<file path="src/rtl/wb_pkg.sv">
// wb_pkg: shared widths and FIFO entry type for the register writeback path
package wb_pkg;
   localparam int DATA_W   = 32;
   localparam int ADDR_W   = 5;
   localparam int NUM_REGS = 32;
   typedef struct packed {
      logic [ADDR_W-1:0] addr;
      logic [DATA_W-1:0] data;
   } wb_entry_t;
endpackage

</file>
<file path="src/rtl/wb_fifo.sv">
// wb_fifo: synchronous FIFO of writeback entries with wrap-bit pointers
module wb_fifo
   import wb_pkg::*;
#(
   parameter int DEPTH = 4
) (
   input  logic                   clk,
   input  logic                   rst,
   input  logic                   push,
   input  logic                   pop,
   input  wb_entry_t              din,
   output wb_entry_t              dout,
   output logic [$clog2(DEPTH):0] count
);
   localparam int AW = $clog2(DEPTH);
   localparam int CW = AW + 1;
   wb_entry_t mem [DEPTH];
   logic [AW:0] wptr, rptr;
   always_ff @(posedge clk or posedge rst)
      if (rst) begin
         wptr <= '0;
         rptr <= '0;
      end else begin
         wptr <= wptr + CW'(push);
         rptr <= rptr + CW'(pop);
      end
   always_ff @(posedge clk)
      if (push) mem[wptr[AW-1:0]] <= din;
   assign dout  = mem[rptr[AW-1:0]];
   assign count = wptr - rptr;
endmodule

</file>
<file path="src/rtl/reg_writeback_ctrl.sv">
// reg_writeback_ctrl: arbitrates ALU/mem results into the register file write port with a pending scoreboard
// Optional WB_BYPASS_EN: an empty FIFO lets a result load the output register directly.
module reg_writeback_ctrl #(
   parameter int DATA_W     = 32,
   parameter int ADDR_W     = 5,
   parameter int FIFO_DEPTH = 4
) (
   input  logic                        clk,
   input  logic                        rst,
   input  logic                        alu_valid,
   output logic                        alu_ready,
   input  logic [ADDR_W-1:0]           alu_reg,
   input  logic [DATA_W-1:0]           alu_data,
   input  logic                        mem_valid,
   output logic                        mem_ready,
   input  logic [ADDR_W-1:0]           mem_reg,
   input  logic [DATA_W-1:0]           mem_data,
   input  logic                        issue_valid,
   input  logic [ADDR_W-1:0]           issue_reg,
   output logic [31:0]                 pending,
   output logic                        reg_write,
   output logic [ADDR_W-1:0]           write_reg,
   output logic [DATA_W-1:0]           write_data,
   output logic [$clog2(FIFO_DEPTH):0] fifo_count
);
   import wb_pkg::*;
   localparam int CW = $clog2(FIFO_DEPTH) + 1;
   localparam logic [CW-1:0] FULL = CW'(FIFO_DEPTH);
   wb_entry_t in_e, head;
   logic full, empty, acc, push, pop, byp;
   logic [NUM_REGS-1:0] set_m, clr_m;
   assign full      = fifo_count == FULL;
   assign empty     = fifo_count == '0;
   assign mem_ready = !full;
   assign alu_ready = !full && !mem_valid;
   assign acc       = (mem_valid || alu_valid) && !full;
   assign in_e      = mem_valid ? '{addr: mem_reg, data: mem_data} : '{addr: alu_reg, data: alu_data};
`ifdef WB_BYPASS_EN
   assign byp = acc && in_e.addr != '0 && empty;
`else
   assign byp = 1'b0;
`endif
   assign push  = acc && in_e.addr != '0 && !byp;
   assign pop   = !empty;
   assign set_m = issue_valid ? NUM_REGS'(1) << issue_reg : '0;
   assign clr_m = reg_write ? NUM_REGS'(1) << write_reg : '0;
   wb_fifo #(.DEPTH(FIFO_DEPTH)) u_fifo (
      .clk   (clk),
      .rst   (rst),
      .push  (push),
      .pop   (pop),
      .din   (in_e),
      .dout  (head),
      .count (fifo_count)
   );
   // set is ORed after clear so a same-edge issue keeps the bit; x0 never pends
   always_ff @(posedge clk or posedge rst)
      if (rst) begin
         pending    <= '0;
         reg_write  <= 1'b0;
         write_reg  <= '0;
         write_data <= '0;
      end else begin
         pending   <= (pending & ~clr_m | set_m) & ~NUM_REGS'(1);
         reg_write <= pop || byp;
         if (pop) {write_reg, write_data} <= head;
         else if (byp) {write_reg, write_data} <= in_e;
      end
endmodule

</file>
<file path="config.mk">
export PLATFORM = sky130hd
export DESIGN_NAME = reg_writeback_ctrl
export DESIGN_NICKNAME = d
export VERILOG_FILES = /design/src/rtl/wb_pkg.sv /design/src/rtl/wb_fifo.sv /design/src/rtl/reg_writeback_ctrl.sv
export SDC_FILE = /design/constraint.sdc
export NUM_CORES = 1
export LEC_CHECK = 0
export ABC_CLOCK_PERIOD_IN_PS = 6300
export CORE_MARGIN = 2
export CORE_UTILIZATION = 41
export CTS_CLUSTER_DIAMETER = 150
export DETAILED_ROUTE_END_ITERATION = 8
export GPL_TIMING_DRIVEN = 0
export PLACE_DENSITY = 0.67
export RECOVER_POWER = 100
export SLEW_MARGIN = 20
export SYNTH_ARGS = -nofsm -noshare
export SYNTH_HDL_FRONTEND = slang
export SYNTH_SLANG_ARGS = --single-unit
</file>
<file path="constraint.sdc">
create_clock -name clk -period 6.3 [get_ports clk]
set_clock_uncertainty 0.05 [all_clocks]
set_input_delay 1.26 -clock clk [delete_from_list [all_inputs] [get_ports clk]]
set_output_delay 1.26 -clock clk [all_outputs]
set_load 0.01 [all_outputs]
</file>
== Yosys cells after proc, flatten, opt, wreduce, memory -nomap -nowiden ==
Memories as Yosys holds them, arrays and structs flattened. A register that Yosys moved wholly into a read port is not among the register bits.
Index checks and enable logic that the tools add are counted.

* Flip-flop bits (word level): 38
* Memory bits (writable): 148
* Memories: 1

{| class="wikitable"
|+ Memory list
! name !! words !! bits a word !! read ports !! clocked after memory_dff !! wr ports !! line !! text
|-
| u_fifo.mem || 4 || 37 || 1 || 1 || 1 || wb_fifo.sv:17 || <nowiki>wb_entry_t mem [DEPTH];</nowiki>
|}

* Add/subtract/negate cells: 3
* Equality and inequality tests: 1
* Shift-type cells: 2
* Multiplexer cells: 5
* Bitwise operators: 3
* Reductions and logical operators: 10

{| class="wikitable"
|+ Operator list
! kind !! count
|-
| 32-bit 2-to-1 mux || 2
|-
| 1-bit by 5-bit << shifter with 32-bit output, first input constant || 2
|-
| 37-bit 2-to-1 mux || 1
|-
| 32-bit AND || 1
|-
| 32-bit inverter || 1
|-
| 32-bit bitwise OR || 1
|-
| 3-bit by 1-bit adder with 3-bit output || 2
|-
| 5-bit nonzero test || 1
|-
| 1-bit zero test || 4
|-
| 3-bit == test, second input constant || 1
|-
| 1-bit logical AND || 3
|-
| 3-bit zero test || 1
|-
| 3-bit subtractor || 1
|-
| 1-bit 2-to-1 mux || 2
|-
| 1-bit logical OR || 1
|}

== Logic depth before layout (Yosys ltp) ==
Gate-level depths: netlist (run 1).

* Depth after elaboration: 7
* Gate-level depth with buffers: 11
* Depth with buffers taken out: 9

== Modules after synthesis ==
Synthesis (run 1) repeated with hierarchy kept, for this count alone.

* Cell total of the unflattened synthesis: 478
* Area, all modules: 8,964.8 um^2

{| class="wikitable"
|+ By module, submodules not included
! module !! times used !! cells an instance !! area each (um^2)
|-
| wb_fifo || 1 || 217 || 5,719.2
|-
| reg_writeback_ctrl || 1 || 261 || 3,245.6
|}

== Worst setup path after synthesis (run 1) ==
OpenSTA, ideal clock, no wires.

* Path kind: input-to-reg
* Start: input port mem_valid
* End: memory u_fifo.mem[0][0] in the netlist's numbering, enable pin
* Library setup time: 0.537 ns
* Arrival: 5.646 ns
* Data required time: 5.713 ns
* Slack: 0.067 ns
* Cell stages on the path: 3
* Buffers on the path: 1
* Path through: buf_1 -> nor3_1 -> nor4b_1

* Longest elaborated chain between the ends: 5
* Elaborated cells between the ends (all ways): 7

{| class="wikitable"
|+ Ends and longest elaborated chain
! item !! line !! text
|-
| from (decl) || reg_writeback_ctrl.sv:14 || <nowiki>input logic mem_valid,</nowiki>
|-
| 37-bit 2-to-1 mux / 1-bit logical OR (equally long branches) || reg_writeback_ctrl.sv:37, reg_writeback_ctrl.sv:36 ||
|-
| 5-bit nonzero test / 1-bit logical AND (equally long branches) || reg_writeback_ctrl.sv:43, reg_writeback_ctrl.sv:36 ||
|-
| 1-bit logical AND (*) || reg_writeback_ctrl.sv:43 || <nowiki>assign push = acc && in_e.addr != '0 && !byp;</nowiki>
|-
| 1-bit 2-to-1 mux (*) || wb_fifo.sv:28 || <nowiki>if (push) mem[wptr[AW-1:0]] <= din;</nowiki>
|-
| 1-bit 2-to-1 mux (not written as such) (*) || wb_fifo.sv:28 ||
|-
| to (decl) || wb_fifo.sv:17 ||
|}

Every way passes the cells marked *; elsewhere a longest branch is shown, timed or not.

== Worst setup path in the final report (run 1) ==
* Start: input port mem_valid
* End: output port alu_ready

* Longest elaborated chain between the ends: 2

{| class="wikitable"
|+ Ends and longest elaborated chain
! item !! line !! text
|-
| 1-bit zero test || reg_writeback_ctrl.sv:35 || <nowiki>assign alu_ready = !full && !mem_valid;</nowiki>
|-
| 1-bit logical AND || reg_writeback_ctrl.sv:35 ||
|-
| to (decl) || reg_writeback_ctrl.sv:11 || <nowiki>output logic alu_ready,</nowiki>
|}

Every way passes these cells.

==> results.txt, run 1 <==
* Final count of hold timing violations: 0
* Switch share: 32.16%
- Internal power consumption: 4097 uW
- In this run the power density over the cells is 522.8 nW/um2.
- Net switching power: 1942 uW
- I/O pin cnt: 159
- Clock tree synthesis inserted a total of 23 buffers.
- Peak clock frequency supported by timing: 0.1890 GHz
- The largest single stage delay on the critical path is 700 ps.
- Counting flops and latches in the post-synthesis netlist gives 223.
* Number of design rule violations left after detail routing: 0
* Net count after synthesis: 569
- The top cell types in the final layout, fill and taps aside, are 148 x edfxtp_1, 79 x clkdlybuf4s50_1, 78 x dlygate4sd3_1.
- Synth Cell Area: 8954 um2
- CTS H-tree lvls: 1
* Violated checks: max-capacitance violations, max-slew violations
- Layout cells sized above 1: 14.97%
- TritonCTS built the clock tree.
* Antenna Cells: 0
- Setup violators final: 0
- Across the run, the number of max-cap violations was 1.
- The final layout contains routed wiring with a total length of 19,520 um.
* Detailed Route Iter0 Violations: 223
- In this run, post-CTS repair resized a total of 0 instances.
- Post-synthesis cell type count: 35
* Main combinational cell family by area after synthesis: multiplexers
* Global-route wire length before repair: 29,700 um
- Placement row count: 54
- In this run the worst path has a maximum fanout of 10.
- Final GP Congestion: 0.8062
- Critical path type: in -> out
- Data arrival time of the critical path: 3980 ps
- Of the total synthesized cell area, the portion taken by XOR and XNOR cells is 0.4751%.
* Slowest library cell on the worst path: clkbuf_1
- For the pin with the worst max-slew slack, the measured transition is 2736 ps.
- Setup TNS after final layout: 0 ps
- The core region is 21,620 um2.
* Via count normalized by instance count: 5.279
- The max-slew violation count was 46.
- In this run, the combinational gates consume 38.3% of the power.
- Before CTS, the worst setup slack after placement is 1445 ps.
* Post-layout worst setup margin: 1008 ps
- Clock Root Buffer: clkbuf_16
* Floorplan die height: 151.8 um
* Worst hold-check path type: reg -> reg
- In this run the cell area measured after placement is 11,080 um2.
- Setup repair after global routing left no endpoint under its margin.
- Endpoint kind of the worst setup timing path: primary output
- Antenna violations before repair: 0
- The die is 151.8 um wide.
- Post-DP HPWL: 13,940 um
- In the synthesized netlist, the number of instances is 479.
- Once detail routing completed, the nets flagged for antenna violations numbered 0.
- Hold repair after CTS inserted 0 buffers.
- Layout overhead on the synthesized area: 29.01%
* Number of global-route vias before repair: 5,354
- The number of setup buffers added after CTS is 0.
- The register with the most flip-flops in the layout has 148 of them.
- Dividing the detail-routed wire length by the instance count gives 19.76 um.
* Clk buf depth: 3
- PortBufs: 157
* Area fraction in compound gates after synthesis: 3.633%
- Global routing finished with a remaining overflow of 0.
- The run finished, with violations left.
- The share of total power dissipated in the clock network is 20.2%.
- Dividing the synthesized area by the synthesized cell count gives 18.69 um2.
- Cell-by-cell listing of the critical path: dlygate4sd3_1 > clkbuf_1 > clkbuf_1 > a31oi_1 > dlygate4sd3_1
- Detailed routing inserted a total of 5,216 vias.
- Length of the first detailed-routing pass in iterations: 6
- Max-Slew Margin vs Limit: -82.40%
- Worst path required time: 4990 ps
- The later pin in the worst-skew pair is clocked with a latency of 510 ps.
* Share of cell area taken by muxes after synthesis: 19.41%
- Min Clock Period, post-route: 5292 ps
* Total leakage power: 0.004067 uW
- In the global route stage, overall resource usage came out at 17.13%.
- During synthesis, Yosys emitted a total of 0 warnings.
* Seq/Total Area, Yosys: 70.60%
- Floorplan die area: 23,040 um2
* Non-Filler Cell Area, Final: 11,550 um2
* Post-CTS clock slew at the launch and capture registers of the worst setup and hold paths: 60 ps
- Nets@finish: 781
* Pin count of the biggest net entering global routing: 46
* VDD IR max: 0.2830 mV
- Adder and majority gate portion of the synthesized area: 0.9223%
* Startpoint types: primary input
* Number of clock sinks: 223
* Initial Utilization: 41.41%
- The library cell used most frequently in the layout, excluding fill and tap cells, is edfxtp_1.
- Period utilisation layout: 84.00%
- The share of total power dissipated in sequential elements is 41.5%.
- Area share of and/or/nand/nor cells after synthesis: 3.298%
==> cell type report <==
| class | count | area [um2] |
|---|---|---|
| inverters | 6 | 23.77 |
| flip-flops and latches | 223 | 6321 |
| multi-input cells | 233 | 2411 |
| well taps | 280 | 350.3 |
| clock inverters | 13 | 75.07 |
| clock buffers | 29 | 608.1 |
| repair buffers | 187 | 1684 |
| fillers | 1783 | 10070 |
| plain buffers | 17 | 77.57 |
==> kinds of logic after synthesis <==
logic type      Yosys count
simple gates             48
buf+inv                  23
compound gates           64
xor+xnor                  3
mux                     111
flops                   223
fa+ha+maj                 6
other cells               1
==> cells in the mapped netlist, drive strengths merged <==
cell / count / share of area, %
a31o: 1 / 0.098
a31oi: 1 / 0.070
buf: 16 / 1.3
clkbuf: 1 / 0.042
conb: 1 / 0.042
dfrtp: 75 / 21
edfxtp: 148 / 50
fa: 1 / 0.22
ha: 5 / 0.70
inv: 6 / 0.25
mux2: 74 / 10
mux4: 37 / 9.3
nand2: 8 / 0.34
nand2b: 3 / 0.21
nand3: 7 / 0.39
nand3b: 8 / 0.67
nor2: 4 / 0.17
nor2b: 2 / 0.14
nor3: 4 / 0.35
nor4: 3 / 0.21
nor4b: 1 / 0.098
o21ai: 62 / 3.5
or2: 1 / 0.070
or3: 1 / 0.070
or3b: 4 / 0.39
or4: 1 / 0.084
or4b: 1 / 0.11
xor2: 2 / 0.20
xor3: 1 / 0.28
==> worst paths after layout <==
check / depth (start not counted) / endpoint / startpoint / slack [ps]
min in group asynchronous: 2 / pending[24] / rst / 1470
hold / removal: 1 / write_data[3] / write_data[3] / 430
setup / recovery: 5 / alu_ready / mem_valid / 1010
hold reg to reg: 1 / write_data[3] / write_data[3] / 430
max in group asynchronous: 3 / write_data[16] / rst / 1610
setup reg to reg: 9 / u_fifo.mem[0][5] / u_fifo.wptr[0] / 2140
==> worst max-delay path: cells and delay by family <==
kind                   cells  cell delay [ps]
buffers and inverters      4             2660
AOI/OAI and AO/OA          1               70
==> stage by stage <==
stage / hold slack, ps / power (uW) / util, % / std cells
after detailed placement: 425.5 / 5276 / 51.26 / 946
after global placement: 409.8 / 5178 / 50.30 / 916
final: 434.3 / 6038 / 53.43 / 988
after CTS: 438.9 / 6506 / 54.42 / 988
after floorplan: 393.3 / 4130 / - / 479
after global routing: 465.4 / 6389 / 53.43 / 988
==> per-layer routing <==
layer	up-vias	track usage (%)	part of all wire, %
met1	2669	23.43	43
met5	-	0	0
met4	0	3.611	1.7
met3	27	2.485	6.6
met2	208	29.44	49
li1	2312	-	-
==> power groups by stage <==
stage / Combinational [uW] / Sequential (uW) / Clock, uW
final: 2310 / 2500 / 1220
after global routing: 2520 / 2570 / 1310
after CTS: 2740 / 2520 / 1250
after detailed placement: 2730 / 2550 / 0
after global placement: 2570 / 2610 / 0
after floorplan: 1520 / 2610 / 0
(Power assumes the default switching activity.)
==> run 2, diff against run 1 <==
- ABC_CLOCK_PERIOD_IN_PS: 6300 -> 5440
- PLACE_DENSITY: 0.67 -> not set
- clock period: 6.3 -> 5.44 ns (I/O delays scaled with it)
==> run 2 against run 1 <==
Against the previous run: the flow still finishes with violations (max-capacitance violations, max-slew violations); sequential power increased by 16%; total power increased by 18%; count of clock-buffer cells in the layout increased by 1; combinational power increased by 18%; wire length decreased by 0.91%; critical path type unchanged.
==> results.txt, run 2 (same netlist as run 1, synthesis figures left out) <==
- Final count of hold timing violations: 0 (unchanged)
- Violated checks: max-capacitance violations, max-slew violations (unchanged)
- Max-cap check violation count: 1 (unchanged)
- Commonest non-fill, non-tap cells in the layout: 148 x edfxtp_1, 80 x clkdlybuf4s50_1, 77 x dlygate4sd3_1 (was 148 x edfxtp_1, 79 x clkdlybuf4s50_1, 78 x dlygate4sd3_1).
- Worst path required time: 4300 ps (was 4990 ps)
* Cell occurring most often along the worst timing path: clkbuf_1
- The critical path capture point type is a primary output (unchanged).
- The cell count after placement is 945 (was 946).
- Switch share: 31.60% (was 32.16%)
- Setup repair after global routing missed its margin: no (unchanged).
* Total number of vias: 5,196 (was 5,216)
- Detailed Route Iter0 Violations: 215 (was 223)
* Min Clock Period, post-route: 4847 ps
* Pin count of the biggest net entering global routing: 46 (unchanged)
- Routed length per instance: 19.62 um (was 19.76 um)
- CTS H-tree lvls: 1 (unchanged)
- Post-CTS clock slew at the launch and capture registers of the worst setup and hold paths: 60 ps (about the same)
* Peak clock frequency supported by timing: 0.2063 GHz
- Cell-by-cell listing of the critical path: dlygate4sd3_1 > clkbuf_1 > clkbuf_1 > a31oi_1 > clkdlybuf4s50_1 (was dlygate4sd3_1 > clkbuf_1 > clkbuf_1 > a31oi_1 > dlygate4sd3_1)
- Total leakage power: 0.004115 uW (was 0.004067 uW)
* Sequential power share: 40.7% (was 41.5%)
* Power density relative to cell area: 610.7 nW/um2 (was 522.8 nW/um2)
* Clock tree from TritonCTS: yes (unchanged)
- Number of buffers added by the clock tree synthesis step: 23 (unchanged)
- Setup TNS after final layout: 0 ps (unchanged)
* Number of global-route vias before repair: 5,459 (was 5,354)
- Die width: 151.8 um (unchanged)
- The nature of the critical path startpoint is a primary input (unchanged).
- Delay of the slowest cell on the worst path: 740 ps (was 700 ps)
* Overall overflow remaining after global route: 0 (unchanged)
* Largest fanout on the critical path: 10 (unchanged)
- Cells resized by post-CTS repair: 0 (unchanged)
* Hold buffer count at cts: 0 (unchanged)
* Antenna violations before repair: 0 (unchanged)
- The buffer and inverter count on the worst path was 4 (unchanged).
* Number of design rule violations left after detail routing: 0 (unchanged)
* VDD IR max: 0.2642 mV (was 0.2830 mV)
- The setup fix buffers added after clock tree synthesis is 0 (unchanged).
- Number of flip-flops under the largest register name: 148 (unchanged)
- The post-detailed-placement half-perimeter wirelength is 13,990 um (was 13,940 um).
- Data arrival time of the critical path: 3710 ps (was 3980 ps)
- The top-level I/O count came to 159 (unchanged).
- The worst slew slack as a fraction of its limit was -13.61% (was -82.40%).
* Portion of total power attributed to the clock network: 21.0% (was 20.2%)
- The detailed-routing iteration count for the pre-antenna-repair pass was 4 (was 6).
- The count of antenna diodes in the layout is 0 (unchanged).
- The area of the die is 23,040 um2 (unchanged).
- Antenna Violating Nets Remaining: 0 (unchanged)
- Utilization after layout: 53.83% (was 53.43%)
- Layout Cells excl Fill: 986 (was 988)
- Skew-Pair Late Insertion Delay: 500 ps (was 510 ps)
- The total setup violations reported at the end of the flow was 0 (unchanged).
- Nets@finish: 780 (was 781)
* Net switching power: 2246 uW (was 1942 uW)
* Final GP Congestion: 0.8026 (was 0.8062)
* Core area: 21,620 um2 (unchanged)
- The final worst-path setup slack is 592.7 ps (was 1008 ps).
* Relative contribution of combinational cells to total power: 38.3% (about the same)
* Worst slack after detailed placement: 801.2 ps (was 1445 ps)
- Total global-route track usage: 17.43% (was 17.13%)
- The post-detailed-routing wire length is 19,340 um (was 19,520 um).
* Layout overhead on the synthesized area: 29.99% (was 29.01%)
- The count of clock tree sinks is 223 (unchanged).
- The internal power summed over all cells was 4861 uW (was 4097 uW).
- The family with the most delay on the worst path is buffers and inverters (unchanged).
- PortBufs: 157 (unchanged)
- Dpl cell area: 11,150 um2 (was 11,080 um2)
* Global-route wire length before repair: 30,190 um (was 29,700 um)
- Floorplan die height: 151.8 um (unchanged)
- Clk buf depth: 3 (unchanged)
* Layout cells sized above 1: 15.30% (was 14.97%)
* Outcome: finished, violations left (unchanged)
* Period utilisation layout: 89.10%
- Critical path type: in -> out (unchanged)
- Initial Utilization: 41.41% (unchanged)
- The number of placement rows is 54 (unchanged).
* Most common library cell in the layout ignoring fill and taps: edfxtp_1 (unchanged)
- The slew at the pin closest to its max-slew limit came to 1695 ps (was 2736 ps).
- The max-slew violation count is 31 (was 46).
- The via density per instance is 5.270 (was 5.279).
* Worst hold-check path type: reg -> reg (unchanged)
- Slowest library cell on the worst path: clkbuf_1 (unchanged)
- The design area came to 11,640 um2 (was 11,550 um2).
- The cell at the root of the clock tree is clkbuf_16 (unchanged).
-- run 2: final cells by class --
cell class | count | area [um2]
clock buffer | 30 | 611.8
multi-input combinational | 233 | 2426
inverter | 6 | 23.77
sequential | 223 | 6321
clock inverter | 11 | 98.84
fill | 1784 | 9982
buffer | 17 | 77.57
timing repair buffer | 186 | 1729
tap | 280 | 350.3
-- run 2: power groups by stage --
stage / Sequential (uW) / Clock [uW] / Combinational (uW)
2_1_floorplan: 3010 / 0 / 1760
3_3_place_gp: 3010 / 0 / 3000
3_5_place_dp: 2940 / 0 / 3240
4_1_cts: 2920 / 1530 / 3260
5_1_grt: 2970 / 1610 / 2970
6_report: 2890 / 1490 / 2720
-- run 2: routing by layer --
layer | vias up | global-route usage [%] | wire length (um) | part of all wire (%)
met5 | - | 0 | 0 | 0
li1 | 2320 | - | - | -
met4 | 0 | 4.028 | 323 | 1.7
met3 | 27 | 3.084 | 1274 | 6.6
met2 | 166 | 29.64 | 9518 | 49
met1 | 2683 | 23.57 | 8226 | 43
-- run 2: worst paths after layout --
| check | end | slack [ps] | depth (start not counted) | start |
|---|---|---|---|---|
| worst min register to register | write_data[7] | 430 | 1 | write_data[7] |
| worst max-delay path | alu_ready | 590 | 5 | mem_valid |
| worst max register to register | u_fifo.mem[1][12] | 1360 | 9 | u_fifo.wptr[0] |
| max in group asynchronous | write_data[26] | 3080 | 3 | rst |
| worst min-delay path | write_data[7] | 430 | 1 | write_data[7] |
| min in group asynchronous | pending[11] | 1410 | 2 | rst |
-- run 2: per-stage QoR --
step	power, uW	hold WS, ps
after CTS	7706	435.5
after global routing	7549	453.2
after detailed placement	6188	426.5
after global placement	6016	415.4
final	7107	430.4
after floorplan	4779	393.3
==> run 3, diff against run 2 <==
- PLACE_DENSITY: not set -> 0.7
==> run 3 against run 2 <==
Against the previous run: the run now ends clean; die area unchanged; critical path depth unchanged; core utilization increased by 0.075 points; sequential cell count unchanged.
==> results.txt, run 3 (same netlist as run 1, synthesis figures left out) <==
* Peak clock frequency supported by timing: 0.2092 GHz (was 0.2063 GHz)
- The setup fix buffers added after clock tree synthesis came to 0 (unchanged).
- The maximum count of clock buffers along a single path is 3 (unchanged).
* Most common library cell in the layout ignoring fill and taps: edfxtp_1 (unchanged)
- Cell-by-cell listing of the critical path: dlygate4sd3_1 > clkbuf_1 > clkbuf_1 > a31oi_1 > dlygate4sd3_1 (was dlygate4sd3_1 > clkbuf_1 > clkbuf_1 > a31oi_1 > clkdlybuf4s50_1)
- The switching part of the total power was 31.64% (was 31.60%).
- The max-slew violation count was 0 (was 31).
* Count of fill cells added during filler insertion: 1,769 (was 1,784)
- Outcome: finished clean (was finished, violations left).
- The met3 wire length is 1328 um (was 1274 um).
- The total setup violations reported at the end of the flow came to 0 (unchanged).
- The clock group share of total power was 21.9% (was 21.0%).
- Net switching power: 2259 uW (was 2246 uW)
* Power after layout: 7138 uW (was 7107 uW)
- The power density over the cells came to 612.5 nW/um2 (was 610.7 nW/um2).
- Delay of the slowest cell on the worst path: 670 ps (was 740 ps)
- CTS H-tree lvls: 1 (unchanged)
* Commonest non-fill, non-tap cells in the layout: 148 x edfxtp_1, 79 x clkdlybuf4s50_1, 78 x dlygate4sd3_1 (was 148 x edfxtp_1, 80 x clkdlybuf4s50_1, 77 x dlygate4sd3_1)
* Post-DP HPWL: 13,890 um (was 13,990 um)
- The part of the power in registers was 40.6% (was 40.7%).
* Detailed Route Iter0 Violations: 314 (was 215)
* Logic depth of the worst register-to-register path: 9 (unchanged)
- VDD IR max: 0.2623 mV (was 0.2642 mV)
* Min Clock Period, post-route: 4780 ps (was 4847 ps)
- The TritonCTS clock tree was yes (unchanged).
* Final Routed Wirelength: 19,580 um (was 19,340 um)
* Initial Utilization: 41.41% (unchanged)
* Max-Slew Margin vs Limit: 5.476% (was -13.61%)
- The detailed-routing iteration count for the pre-antenna-repair pass is 4 (unchanged).
- The first-pass GRT wire length was 30,260 um (was 30,190 um).
- The leakage component of the power was 0.004128 uW (was 0.004115 uW).
- Via count normalized by instance count: 5.224 (was 5.270)
- Floorplan die area: 23,040 um2 (unchanged)
* Top Layer Used: met4 (unchanged)
- The cell count after placement is 942 (was 945).
- Number of stages on the worst hold path: 1 (unchanged)
* Final GP Congestion: 0.8422 (was 0.8026)
- The internal power summed over all cells is 4880 uW (was 4861 uW).
* Final count of hold timing violations: 0 (unchanged)
- Setup repair after global routing missed its margin: no (unchanged).
* Flop2flop setup slack: 1270 ps (was 1360 ps)
* Startpoint types: primary input (unchanged)
- Metal2 WL: 10,080 um (was 9518 um)
- Critical path type: in -> out (unchanged)
- Number of clock sinks: 223 (unchanged)
- The destination of the worst register-to-register timing path is u_fifo.mem[1][5] (was u_fifo.mem[1][12]).
- The count of buffers from port buffering came to 157 (unchanged).
* Floorplan die height: 151.8 um (unchanged)
* Antenna Violating Nets Remaining: 0 (unchanged)
- Layout cells sized above 1: 16.19% (was 15.30%)
- The slowest library cell on the worst path is dlygate4sd3_1 (was clkbuf_1).
- The cell at the root of the clock tree is clkbuf_16 (unchanged).
* Data arrival time of the critical path: 3640 ps (was 3710 ps)
* Total number of vias: 5,156 (was 5,196)
- The synthesis-to-finish area growth is 30.17% (was 29.99%).
* Startpoint of the worst hold path: write_data[8] (was write_data[7])
* Largest fanout on the critical path: 10 (unchanged)
- The detail-routed net length per standard cell came to 19.83 um (was 19.62 um).
* Placement row count: 54 (unchanged)
* Source of the critical timing path: mem_valid (unchanged)
- Post-CTS clock slew at the launch and capture registers of the worst setup and hold paths: 60 ps (about the same)
- The initial antenna violation count is 3 (was 0).
* Die width: 151.8 um (unchanged)
- Delay-heaviest family, CP: buffers and inverters (unchanged)
* Overall overflow remaining after global route: 0 (unchanged)
* Worst hold-check path type: reg -> reg (unchanged)
- Core area: 21,620 um2 (unchanged)
- Cells resized by post-CTS repair: 0 (unchanged)
* Number of buffers added by the clock tree synthesis step: 23 (unchanged)
- The endpoint of the worst hold path was write_data[8] (was write_data[7]).
- I/O pin cnt: 159 (unchanged)
- The buffer and inverter count on the worst path was 4 (unchanged).
* Skew-Pair Late Insertion Delay: 510 ps (was 500 ps)
- The aggregate negative setup slack is 0 ps (unchanged).
- The critical path capture point type is a primary output (unchanged).
- The number of flip-flops under the largest register name was 148 (unchanged).
- The share of the clock period used by the worst path after layout was 87.87% (was 89.10%).
- Max-cap check violation count: 0 (was 1)
* WL met1: 7648 um (was 8226 um)
- Total global-route track usage: 17.36% (was 17.43%)
- The critical path data required time came to 4300 ps (about the same).
* Number of design rule violations left after detail routing: 0 (unchanged)
- The largest net degree at the start of global routing is 55 (was 46).
- Hold buffer count at cts: 0 (unchanged)
- The non-filler instance count after layout was 987 (was 986).
- The launching point of the worst reg2reg path is u_fifo.wptr[0] (unchanged).
* Transition time at the pin with the least slew margin: 1398 ps (was 1695 ps)
- The count of nets after finishing is 777 (was 780).
- Number of global-route vias before repair: 5,500 (was 5,459)
- Relative contribution of combinational cells to total power: 37.5% (was 38.3%)
run 3: changes by cell type in the layout (fill, tap and decap cells not counted), moves of 2 or more:
cell      before  now
diode_2        0    3
clkinv_1       5    2
clkinv_2       4   10
buf_6          3    1
buf_2          7    5
clkbuf_1      38   32
run 3: area by class of cell:
class | instances | area (um2) | share of cell area [%]
flip-flops and latches | 223 | 6321 | 54.24
clock inverters | 19 | 183.9 | 1.578
inverters | 6 | 23.77 | 0.2040
diodes | 3 | 7.507 | 0.06441
repair buffers | 183 | 1704 | 14.62
multi-input cells | 233 | 2411 | 20.69
plain buffers | 17 | 77.57 | 0.6656
well taps | 280 | 350.3 | 3.006
clock buffers | 23 | 575.6 | 4.938
run 3: metrics by stage:
| step | hold WS, ps | util, % | area (um2) | worst slack, ps |
|---|---|---|---|---|
| 2_1_floorplan | 393.3 | - | 8960 | -353.2 |
| 3_3_place_gp | 415.1 | 50.33 | 10880 | -4314 |
| 3_5_place_dp | 419.9 | 51.42 | 11120 | 1024 |
| 4_1_cts | 434.3 | 54.94 | 11880 | 1062 |
| 5_1_grt | 465.4 | 53.88 | 11650 | 585.8 |
| 6_report | 436.9 | 53.91 | 11650 | 660.1 |
run 3: power by group through the flow:
stage          Clock [uW]  Combinational, uW  Sequential [uW]
6_report             1560               2670             2900
5_1_grt              1670               2930             2970
4_1_cts              1600               3210             2920
3_5_place_dp            0               3200             2940
3_3_place_gp            0               2970             3000
2_1_floorplan           0               1760             3010
run 3: metal layers:
layer	global-route usage [%]	vias up
met4	4.583	0
met2	31.06	194
li1	-	2309
met5	0	-
met1	21.38	2611
met3	3.743	42
run 3: worst max-delay path by stage:
| stage | end | slack, ps | cells past startpoint |
|---|---|---|---|
| 2_1_floorplan | u_fifo.mem[1][0] | -350 | 3 |
| 3_3_place_gp | u_fifo.mem[1][5] | -4310 | 4 |
| 3_5_place_dp | u_fifo.mem[1][5] | 1020 | 7 |
| 4_1_cts | alu_ready | 1060 | 5 |
| 5_1_grt | alu_ready | 590 | 5 |
| 6_report | alu_ready | 660 | 5 |
